--- src/rtl/led_status_pkg.sv ---
// Shared mode encoding for the board status-LED driver and its channels.
package led_status_pkg;

   typedef logic [1:0] led_mode_t;

   localparam led_mode_t LED_MODE_OFF     = 2'b00;
   localparam led_mode_t LED_MODE_LEVEL   = 2'b01;
   localparam led_mode_t LED_MODE_STRETCH = 2'b10;
   localparam led_mode_t LED_MODE_BLINK   = 2'b11;

endpackage

--- src/rtl/led_channel.sv ---
// One status-LED channel: event stretch counter plus the registered mode mux.
module led_channel
   import led_status_pkg::*;
#(
   parameter int STRETCH_TICKS = 50
) (
   input  logic      clk,
   input  logic      rstn,
   input  logic      tick,
   input  logic      phase,
   input  led_mode_t mode,
   input  logic      level,
   input  logic      evt,
   output logic      led
);

   localparam int CW = $clog2(STRETCH_TICKS + 1);
   localparam logic [CW-1:0] LOAD = CW'(STRETCH_TICKS);

   logic [CW-1:0] cnt;
   logic          led_next;

   // The counter runs regardless of mode so switching into STRETCH shows live state.
   always_ff @(posedge clk or negedge rstn) begin
      if (!rstn) begin
         cnt <= '0;
      end else if (evt) begin
         cnt <= LOAD;
      end else if (tick && (cnt != '0)) begin
         cnt <= cnt - 1'b1;
      end
   end

   always_comb begin
      led_next = 1'b0;
      case (mode)
         LED_MODE_OFF:     led_next = 1'b0;
         LED_MODE_LEVEL:   led_next = level;
         LED_MODE_STRETCH: led_next = (cnt != '0) | evt;
         LED_MODE_BLINK:   led_next = level & phase;
         default:          led_next = 1'b0;
      endcase
   end

   always_ff @(posedge clk or negedge rstn) begin
      if (!rstn) begin
         led <= 1'b0;
      end else begin
         led <= led_next;
      end
   end

endmodule

--- src/rtl/led_status_ctrl.sv ---
// Status-LED driver: shared prescaler tick and blink phase feeding N_LED channels.
module led_status_ctrl
   import led_status_pkg::*;
#(
   parameter int N_LED         = 2,
   parameter int PRESCALE      = 100000,
   parameter int STRETCH_TICKS = 50,
   parameter int BLINK_TICKS   = 250
) (
   input  logic               clk,
   input  logic               rstn,
   input  logic [2*N_LED-1:0] mode,
   input  logic [N_LED-1:0]   level,
   input  logic [N_LED-1:0]   evt,
   output logic               tick,
   output logic [N_LED-1:0]   led
);

   localparam int PW = (PRESCALE > 1) ? $clog2(PRESCALE) : 1;
   localparam int BW = (BLINK_TICKS > 1) ? $clog2(BLINK_TICKS) : 1;
   localparam logic [PW-1:0] PRESCALE_LAST = PW'(PRESCALE - 1);
   localparam logic [BW-1:0] BLINK_LAST    = BW'(BLINK_TICKS - 1);

   logic [PW-1:0] presc;
   logic [BW-1:0] blink_cnt;
   logic          phase;

   // With PRESCALE=1 the counter sits at 0 and tick is high every cycle.
   always_ff @(posedge clk or negedge rstn) begin
      if (!rstn) begin
         presc <= '0;
         tick  <= 1'b0;
      end else begin
         tick <= (presc == PRESCALE_LAST);
         if (presc == PRESCALE_LAST) begin
            presc <= '0;
         end else begin
            presc <= presc + 1'b1;
         end
      end
   end

   always_ff @(posedge clk or negedge rstn) begin
      if (!rstn) begin
         blink_cnt <= '0;
         phase     <= 1'b0;
      end else if (tick) begin
         if (blink_cnt == BLINK_LAST) begin
            blink_cnt <= '0;
            phase     <= ~phase;
         end else begin
            blink_cnt <= blink_cnt + 1'b1;
         end
      end
   end

   for (genvar i = 0; i < N_LED; i++) begin : g_chan
      led_channel #(
         .STRETCH_TICKS(STRETCH_TICKS)
      ) u_chan (
         .clk  (clk),
         .rstn (rstn),
         .tick (tick),
         .phase(phase),
         .mode (led_mode_t'(mode[2*i +: 2])),
         .level(level[i]),
         .evt  (evt[i]),
         .led  (led[i])
      );
   end

endmodule

--- config.mk ---
export PLATFORM = sky130hd
export DESIGN_NAME = led_status_ctrl
export DESIGN_NICKNAME = d
export VERILOG_FILES = /design/src/rtl/led_status_pkg.sv /design/src/rtl/led_channel.sv /design/src/rtl/led_status_ctrl.sv
export SDC_FILE = /design/constraint.sdc
export NUM_CORES = 1
export LEC_CHECK = 0
export BUFFER_PORTS_ARGS = -buffer_cell sky130_fd_sc_hd__buf_2
export CAP_MARGIN = 10
export CELL_PAD_IN_SITES_DETAIL_PLACEMENT = 2
export CELL_PAD_IN_SITES_GLOBAL_PLACEMENT = 2
export CORE_UTILIZATION = 35
export DETAILED_ROUTE_END_ITERATION = 10
export PLACE_DENSITY_LB_ADDON = 0.1
export SYNTH_ARGS = -nofsm -noshare
export SYNTH_HDL_FRONTEND = slang
export SYNTH_SLANG_ARGS = --single-unit
--- constraint.sdc ---
create_clock -name clk -period 1.8 [get_ports clk]
set_clock_uncertainty 0.15 [all_clocks]
set_input_delay 0.27 -clock clk [delete_from_list [all_inputs] [get_ports clk]]
set_output_delay 0.27 -clock clk [all_outputs]
set_load 0.01 [all_outputs]
==> results.json, run 1 <==
{
  "p_sw_uw": 374.8,
  "timing.fmax_ghz": 0.5315,
  "clockPowerShare_pct": 47.9,
  "min_path_type": "input port to flop",
  "core_um2": 5642,
  "fin_cells": 310,
  "antenna_found_initial": 0,
  "hold_violations": 0,
  "cts_inserted_buffers": 5,
  "vias_per_cell": 5.371,
  "synth-edff-count": 0,
  "htree_levels": 2,
  "period_needed_ns": 1.882,
  "numPortBuffers": 12,
  "period_share_pct": 104.5,
  "diodes": 0,
  "place_congestion": 0.7729,
  "final_nets": 254,
  "share_comb_of_total_power_pct": 2.5,
  "initial_utilization_pct": 37.06,
  "cp.arrival_ns": 1.91,
  "grt_max_degree": 42,
  "slew_viol_final": 0,
  "clock-root-buffer": "clkbuf_8",
  "synth-seq-cells": 41,
  "first_global_vias": 1881,
  "grt-ovfl-total": 0,
  "relSlewSlack_pct": 63.62,
  "ys_types": 44,
  "leakagePower_nw": 1.073,
  "synth_async_sr_flop_share_pct": 100.0,
  "dr.pass1.iters": 4,
  "yosysWarnings": 0,
  "crit_type": "flop to flop",
  "die_height_um": 79.29,
  "drtIter0Drc": 38,
  "dp_cells": 292,
  "fin_hold_ws_ns": 0.03046,
  "maxCapViolCount": 0,
  "syn_area_per_cell_um2": 10.30,
  "cp-end-kind": "flop",
  "power.total_mw": 1.865,
  "dpl.hpwl_mm": 3.619,
  "grt.total_usage_pct": 19.06,
  "power_density_nw_per_um2": 736.7,
  "num_vias": 1665,
  "drive_above_1_share_pct": 23.11,
  "drcViolationCount": 0,
  "tightest_slew_ns": 0.5458,
  "die_x_um": 79.29,
  "multi_input_area_um2": 1030,
  "cp.required_ns": 1.83,
  "clkSinkCount": 41,
  "post-route-util_pct": 44.87,
  "clkLatencyLatePin_ns": 0.30,
  "detail_route.wl_per_cell_um": 17.49,
  "grt_pass1_wl_mm": 9.121,
  "violations": "setup timing",
  "syn_to_final_growth_pct": 21.07,
  "netlist_area_um2": 2091,
  "ant_nets": 0,
  "pin_count": 13,
  "seqCellArea_um2": 1027,
  "path_clk_slew_ns": 0.08,
  "ir_worst_vdd_v": 0.0003257,
  "nFillCells": 589,
  "setup_slack_ns": -0.08159,
  "crit_fanout": 3,
  "die_area_um2": 6287,
  "wl_mm": 5.422,
  "start_kind": "flop",
  "fin_tns_setup_ns": -0.08159,
  "synth_ff_type": "dfrtp_1",
  "internal_power_mw": 1.490,
  "synth-seq-area-share_pct": 49.07,
  "setup_violations": 1,
  "p_sw_share_pct": 20.10,
  "rsz0062_at_grt": "yes",
  "seqPwrFrac_pct": 49.6,
  "clockBufferDepth": 2,
  "postSynthCellCount": 203,
  "fp-row-count": 27,
  "cts_tree": "built",
  "synth_fp_nets": 220,
  "status": "complete, but fails checks"
}
## flip-flops by register name, indices dropped and copies added (netlist names)
| register | count |
|---|---|
| tick | 1 |
| g_chan.u_chan.led | 2 |
| presc | 17 |
| blink_cnt | 8 |
| phase | 1 |
| g_chan.u_chan.cnt | 12 |
## per-layer routing
metal / track usage, % / vias to the layer above / wire (um)
met5: 0 / - / 0
met4: 6.909 / 0 / 109
met2: 33.71 / 14 / 2831
met3: 3.793 / 10 / 96
li1: - / 783 / -
met1: 22.72 / 858 / 2384
## worst max-delay path, stage by stage, from the launching register on
cell	delay [ns]
dfrtp_1	0.40
inv_2	0.09
ha_4	0.13
or2b_4	0.28
buf_6	0.12
o211ai_1	0.24
xor2_1	0.27
nor2_1	0.08
## logic make-up (layout without fill, tap and decap cells)
family	after synthesis	count (layout)	share of synthesized area, %
AO/OA/AOI/OAI	30	30	10.35
XOR/XNOR	23	23	9.635
adder cells (fa/ha/maj)	7	7	4.189
buffers and inverters	13	48	2.872
flip-flops	41	41	49.07
multiplexers	2	2	0.9575
AND/OR/NAND/NOR	87	87	22.92
## power by group through the flow
| stage | Clock (mW) | Sequential [mW] | Combinational, mW |
|---|---|---|---|
| floorplan | 0 | 0.943 | 0.0115 |
| global placement | 0 | 0.942 | 0.0453 |
| detailed placement | 0 | 0.942 | 0.0475 |
| CTS | 0.926 | 0.924 | 0.0492 |
| global route | 0.952 | 0.925 | 0.0534 |
| finish | 0.893 | 0.924 | 0.0469 |
## layout by cell type, fill, tap and decap left out, types with 2 or more instances in the layout
master / instances
a21o_1: 2
a21oi_1: 6
and4_1: 3
buf_2: 12
buf_4: 19
bufinv_16: 2
clkbuf_8: 5
dfrtp_1: 40
ha_1: 5
inv_1: 5
inv_2: 2
mux2i_1: 2
nand2_1: 12
nand2b_1: 8
nand3_1: 8
nand4_1: 10
nor2_1: 23
nor3_1: 7
nor3_2: 2
nor4bb_1: 2
o211ai_1: 3
o21ai_0: 5
o31ai_1: 3
or3_1: 2
or3_4: 2
xnor2_1: 14
xor2_1: 9
## cell usage after synthesis, types with 2 or more instances
cell type / instances / area, um2
inv_1: 7 / 26.28
o211ai_1: 3 / 22.52
mux2i_1: 2 / 20.02
xnor2_1: 14 / 122.6
ha_1: 7 / 87.58
nand3_1: 8 / 40.04
and4_1: 3 / 26.28
nand4_1: 10 / 62.56
nor4bb_1: 2 / 20.02
a21o_1: 2 / 15.01
nor2_1: 23 / 86.33
o21ai_0: 5 / 25.02
xor2_1: 9 / 78.83
nor3_1: 7 / 35.03
or3_4: 2 / 22.52
dfrtp_1: 41 / 1026
a21oi_1: 6 / 30.03
nor3_2: 2 / 20.02
nand2b_1: 8 / 50.05
o31ai_1: 3 / 22.52
or3_1: 2 / 12.51
buf_2: 3 / 15.01
buf_4: 2 / 15.01
nand2_1: 12 / 45.04
## stage by stage
stage,instance area (um2),setup slack [ns]
after floorplan,2091,0.02404
after global placement,2290,0.07603
after detailed placement,2290,-0.05307
after CTS,2465,0.001872
after global routing,2531,-0.1515
final,2531,-0.08159
## worst paths after layout
path	from	endpoint	slack, ns	cells past startpoint
min in group asynchronous	rstn	g_chan[1].u_chan.cnt[3]	0.42	3
hold / removal	mode[2]	g_chan[1].u_chan.led	0.03	2
setup / recovery	g_chan[0].u_chan.cnt[0]	g_chan[0].u_chan.cnt[2]	-0.08	7
hold reg to reg	presc[0]	presc[0]	0.35	1
setup reg to reg	g_chan[0].u_chan.cnt[0]	g_chan[0].u_chan.cnt[2]	-0.08	7
max in group asynchronous	rstn	g_chan[0].u_chan.cnt[2]	0.67	3
## area by class of cell
type	instances	share of cell area, %
inverter	7	1.038
clock buffer	5	2.719
tap	72	3.559
timing repair buffer	33	8.848
sequential	41	40.58
multi-input combinational	149	40.68
clock inverter	3	2.570
## timing repair
| item | 4_1_cts | 5_1_grt |
|---|---|---|
| endpoints found under the hold margin | 41 | 0 |
| setup endpoints to repair | 4 | 9 |
| resized for setup | 5 | 4 |
| buffers inserted | 2 | 7 |
| pin swaps | 3 | 10 |
| hold buffers | 1 | 0 |
No activity file was read; power rests on OpenSTA's default activity.
==> run 2: changes to the inputs <==
clock period = 1.7 ns   (was 1.8 ns; I/O delays follow)
==> results.json, run 2 (synthesized netlist as in run 1, its figures left out) <==
{
  "vias_per_cell": 5.160,
  "hold_violations": 0,
  "tightest_slew_ns": 0.5123,
  "die_area_um2": 6287,
  "cts_inserted_buffers": 5,
  "violations": "setup timing",
  "core_um2": 5642,
  "cp.arrival_ns": 1.75,
  "drtIter0Drc": 41,
  "seqPwrFrac_pct": 57.0,
  "final_nets": 263,
  "crit_type": "flop to flop",
  "layout_common_cells": "39 x dfrtp_1, 28 x buf_4, 23 x nor2_1",
  "rsz0062_at_grt": "yes",
  "relSlewSlack_pct": 65.84,
  "timing.fmax_ghz": 0.5766,
  "share_comb_of_total_power_pct": 2.9,
  "path_clk_slew_ns": 0.08,
  "cp_top_family": "simple AND/OR/NAND/NOR gates",
  "place_congestion": 0.7789,
  "fp-row-count": 27,
  "numPortBuffers": 12,
  "dr.pass1.iters": 4,
  "slew_viol_final": 0,
  "p_sw_share_pct": 20.80,
  "initial_utilization_pct": 37.06,
  "die_x_um": 79.29,
  "clock-root-buffer": "clkbuf_8",
  "drcViolationCount": 0,
  "num_vias": 1646,
  "wl_mm": 4.976,
  "final_common_cell": "dfrtp_1",
  "period_share_pct": 102.0,
  "grt.total_usage_pct": 18.09,
  "startpoint": "g_chan[0].u_chan.cnt[0]",
  "setup_violations": 2,
  "path_cells": "inv_2 -> ha_4 -> or2b_4 -> o21ai_4 -> nor3_2 -> or3b_1",
  "diodes": 0,
  "dp_slack_ns": -0.09364,
  "clockPowerShare_pct": 40.2,
  "cp.required_ns": 1.72,
  "largest-register": "presc",
  "min-delay-start": "mode[2]",
  "dpl.hpwl_mm": 3.719,
  "detail_route.wl_per_cell_um": 15.60,
  "first_global_vias": 1896,
  "clkLatencyLatePin_ns": 0.29,
  "internal_power_mw": 1.361,
  "clkSinkCount": 41,
  "top_regs": "presc (17), g_chan.u_chan.cnt (12), blink_cnt (8)",
  "clockBufferDepth": 2,
  "post-route-util_pct": 45.71,
  "start_kind": "flop",
  "finalInstanceArea_um2": 2579,
  "max_stage_delay_ns": 0.40,
  "maxCapViolCount": 0,
  "critPathSlowestCell": "dfrtp_1",
  "status": "complete, but fails checks",
  "power_density_nw_per_um2": 666.3,
  "setup_slack_ns": -0.03428,
  "htree_levels": 2,
  "grt_pass1_wl_mm": 8.707,
  "crit_fanout": 4,
  "pin_count": 13,
  "p_sw_uw": 357.4,
  "leakagePower_nw": 1.119,
  "grt-ovfl-total": 0,
  "syn_to_final_growth_pct": 23.34,
  "period_needed_ns": 1.734,
  "ir_worst_vdd_v": 0.0003180,
  "crit_buf_inv": 1,
  "reg2reg_from": "g_chan[0].u_chan.cnt[0]",
  "fin_cells": 319,
  "dp_cells": 305,
  "grt_max_degree": 42,
  "drive_above_1_share_pct": 27.13,
  "cts_tree": "built",
  "largest_reg_flops": 17,
  "placed_area_um2": 2400,
  "min_path_type": "input port to flop",
  "antenna_found_initial": 0,
  "cp-end-kind": "flop",
  "die_height_um": 79.29,
  "ant_nets": 0
}
## run 2: changes by cell type in the layout (fill, tap and decap cells not counted), sizes merged
cell,change
bufinv,-2
clkbuf,+2
buf,+9
## run 2: power by group through the flow
stage	sequential, mW	combinational, mW	clock (mW)
2_1_floorplan	0.998	0.0122	0
3_3_place_gp	0.998	0.0471	0
3_5_place_dp	0.998	0.0499	0
4_1_cts	0.979	0.0517	0.725
5_1_grt	0.979	0.0572	0.770
6_report	0.979	0.0490	0.690
## run 2: layer usage
metal	share of wire, %	vias to the layer above	global-route usage, %	wire length, um
li1	-	804	-	-
met1	44	821	20.90	2170
met2	53	16	33.28	2661
met3	2.3	5	3.448	113
met4	0.62	0	5.818	31
met5	0	-	0	0
## run 2: per-stage QoR
stage	TNS (ns)	total power, mW	hold slack (ns)
finish	-0.05376	1.718	0.02063
global route	-0.3570	1.806	0.02697
CTS	-0.05744	1.756	0.01024
detailed placement	-0.2141	1.048	0.2078
global placement	0	1.045	0.1954
floorplan	0	1.010	-0.1906
## run 2: final cells by class
class,count,area (um2)
clock inverter,1,5.005
sequential,41,1028
clock buffer,7,96.34
multi-input combinational,149,1041
fill,591,3063
inverter,7,26.28
timing repair buffer,42,291.5
tap,72,90.09
## run 2: timing repair
item                                    CTS  global route
pin swaps                                 4             5
setup buffers                             2             3
hold buffers                              1             0
hold endpoints to repair                 41             0
gates cloned                              0             0
endpoints found under the setup margin    4            13
gates resized for setup                   1             7
## run 2: final timing paths
| check | end | slack, ns | depth (start not counted) |
|---|---|---|---|
| max | g_chan[0].u_chan.cnt[4] | -0.03 | 6 |
| min | g_chan[1].u_chan.led | 0.02 | 2 |
| max reg2reg | g_chan[0].u_chan.cnt[4] | -0.03 | 6 |
| min reg2reg | presc[8] | 0.36 | 1 |
| max in group asynchronous | presc[3] | 0.61 | 3 |
| min in group asynchronous | blink_cnt[6] | 0.41 | 3 |
==> run 3: changes to the inputs <==
GPL_TIMING_DRIVEN = 0   (was unset)
RECOVER_POWER = 25   (was unset)
==> results.json, run 3 (synthesized netlist as in run 1, its figures left out) <==
{
  "drtIter0Drc": 56,
  "max_stage_delay_ns": 0.41,
  "detail_route.wl_per_cell_um": 17.51,
  "setup_slack_ns": -0.08525,
  "status": "complete, but fails checks",
  "dp_slack_ns": -0.1422,
  "power_density_nw_per_um2": 686.7,
  "die_height_um": 79.29,
  "period_share_pct": 105.0,
  "grt_pass1_wl_mm": 9.004,
  "syn_to_final_growth_pct": 21.54,
  "ir_worst_vdd_v": 0.0002849,
  "slew_viol_final": 0,
  "hold_violations": 0,
  "crit_fanout": 4,
  "fin_hold_ws_ns": 0.008369,
  "final_common_cell": "dfrtp_1",
  "wl_mm": 5.463,
  "diodes": 0,
  "critPathSlowestCell": "dfrtp_1",
  "leakagePower_nw": 1.086,
  "clkLatencyLatePin_ns": 0.30,
  "cts_inserted_buffers": 5,
  "die_x_um": 79.29,
  "fin_cells": 312,
  "finalInstanceArea_um2": 2541,
  "timing.fmax_ghz": 0.5601,
  "maxCapViolCount": 0,
  "cp_top_family": "simple AND/OR/NAND/NOR gates",
  "min_path_type": "input port to flop",
  "cp.arrival_ns": 1.81,
  "final_nets": 256,
  "layout_common_cells": "38 x dfrtp_1, 23 x nor2_1, 19 x buf_4",
  "first_global_vias": 1837,
  "largest-register": "presc",
  "tightest_slew_ns": 1.033,
  "crit_buf_inv": 1,
  "violations": "setup timing",
  "cts_tree": "built",
  "path_cells": "inv_2 -> ha_4 -> or2b_4 -> o21ai_4 -> nor3_1 -> or3b_1",
  "relSlewSlack_pct": 31.13,
  "start_kind": "flop",
  "dpl.hpwl_mm": 3.689,
  "initial_utilization_pct": 37.06,
  "dp_cells": 287,
  "dr.pass1.iters": 4,
  "drcViolationCount": 0,
  "clkSinkCount": 41,
  "grt_max_degree": 42,
  "pin_count": 13,
  "setup_violations": 6,
  "fp-row-count": 27,
  "grt-ovfl-total": 0,
  "grt.total_usage_pct": 18.76,
  "antenna_found_initial": 0,
  "ant_nets": 0,
  "clock-root-buffer": "clkbuf_8",
  "rsz0062_at_grt": "yes",
  "drive_above_1_share_pct": 25.83,
  "vias_per_cell": 5.276,
  "cp-end-kind": "flop",
  "clockBufferDepth": 2,
  "largest_reg_flops": 17,
  "num_vias": 1646,
  "place_congestion": 0.7195,
  "top_regs": "presc (17), g_chan.u_chan.cnt (12), blink_cnt (8)",
  "crit_type": "flop to flop",
  "core_um2": 5642,
  "cp.required_ns": 1.72,
  "htree_levels": 2,
  "placed_area_um2": 2253,
  "path_clk_slew_ns": 0.08,
  "die_area_um2": 6287,
  "numPortBuffers": 12,
  "period_needed_ns": 1.785
}
[run 3: layout make-up]
| type | instances | area (um2) |
|---|---|---|
| Clock buffer | 7 | 96.34 |
| Inverter | 7 | 26.28 |
| Fill cell | 606 | 3100 |
| Clock inverter | 1 | 5.005 |
| Timing Repair Buffer | 30 | 193.9 |
| Buffer | 5 | 36.28 |
| Multi-Input combinational cell | 149 | 1064 |
| Tap cell | 72 | 90.09 |
| Sequential cell | 41 | 1030 |
[run 3: power by group]
part	internal (mW)	switching, mW
Combinational	0.0178	0.0347
Clock	0.367	0.346
Sequential	0.978	0.00146
Total	1.36	0.382
[run 3: path summary, 6_finish.rpt]
| path | start | endpoint | slack, ns | cells after the start |
|---|---|---|---|---|
| worst min-delay path | mode[0] | g_chan[0].u_chan.led | 0.008 | 2 |
| worst min register to register | presc[15] | presc[15] | 0.36 | 1 |
| worst max register to register | g_chan[0].u_chan.cnt[1] | g_chan[0].u_chan.cnt[4] | -0.09 | 6 |
| min in group asynchronous | rstn | blink_cnt[4] | 0.53 | 2 |
| worst max-delay path | g_chan[0].u_chan.cnt[1] | g_chan[0].u_chan.cnt[4] | -0.09 | 6 |
| max in group asynchronous | rstn | presc[2] | 0.17 | 2 |
[run 3: per-layer routing]
metal	track usage [%]	part of all wire, %	vias up
li1	-	-	787
met1	21.77	43	839
met3	4.138	2.0	6
met4	5.273	0.84	0
met5	0	0	-
met2	34.31	54	14
[run 3: repair_timing]
item	in CTS	in global routing
pin swaps	3	5
resized for setup	6	16
hold buffers	1	0
hold endpoints to repair	41	0
buffers inserted	6	11
setup endpoints to repair	16	20
[run 3: through the flow]
| stage | power, mW | setup TNS [ns] | util (%) |
|---|---|---|---|
| final | 1.745 | -0.1910 | 45.04 |
| after global routing | 1.815 | -1.024 | 45.04 |
| after CTS | 1.760 | -0.2152 | 43.07 |
| after detailed placement | 1.053 | -0.5340 | 39.94 |
| after global placement | 1.048 | -0.1884 | 39.94 |
| after floorplan | 1.010 | 0 | - |
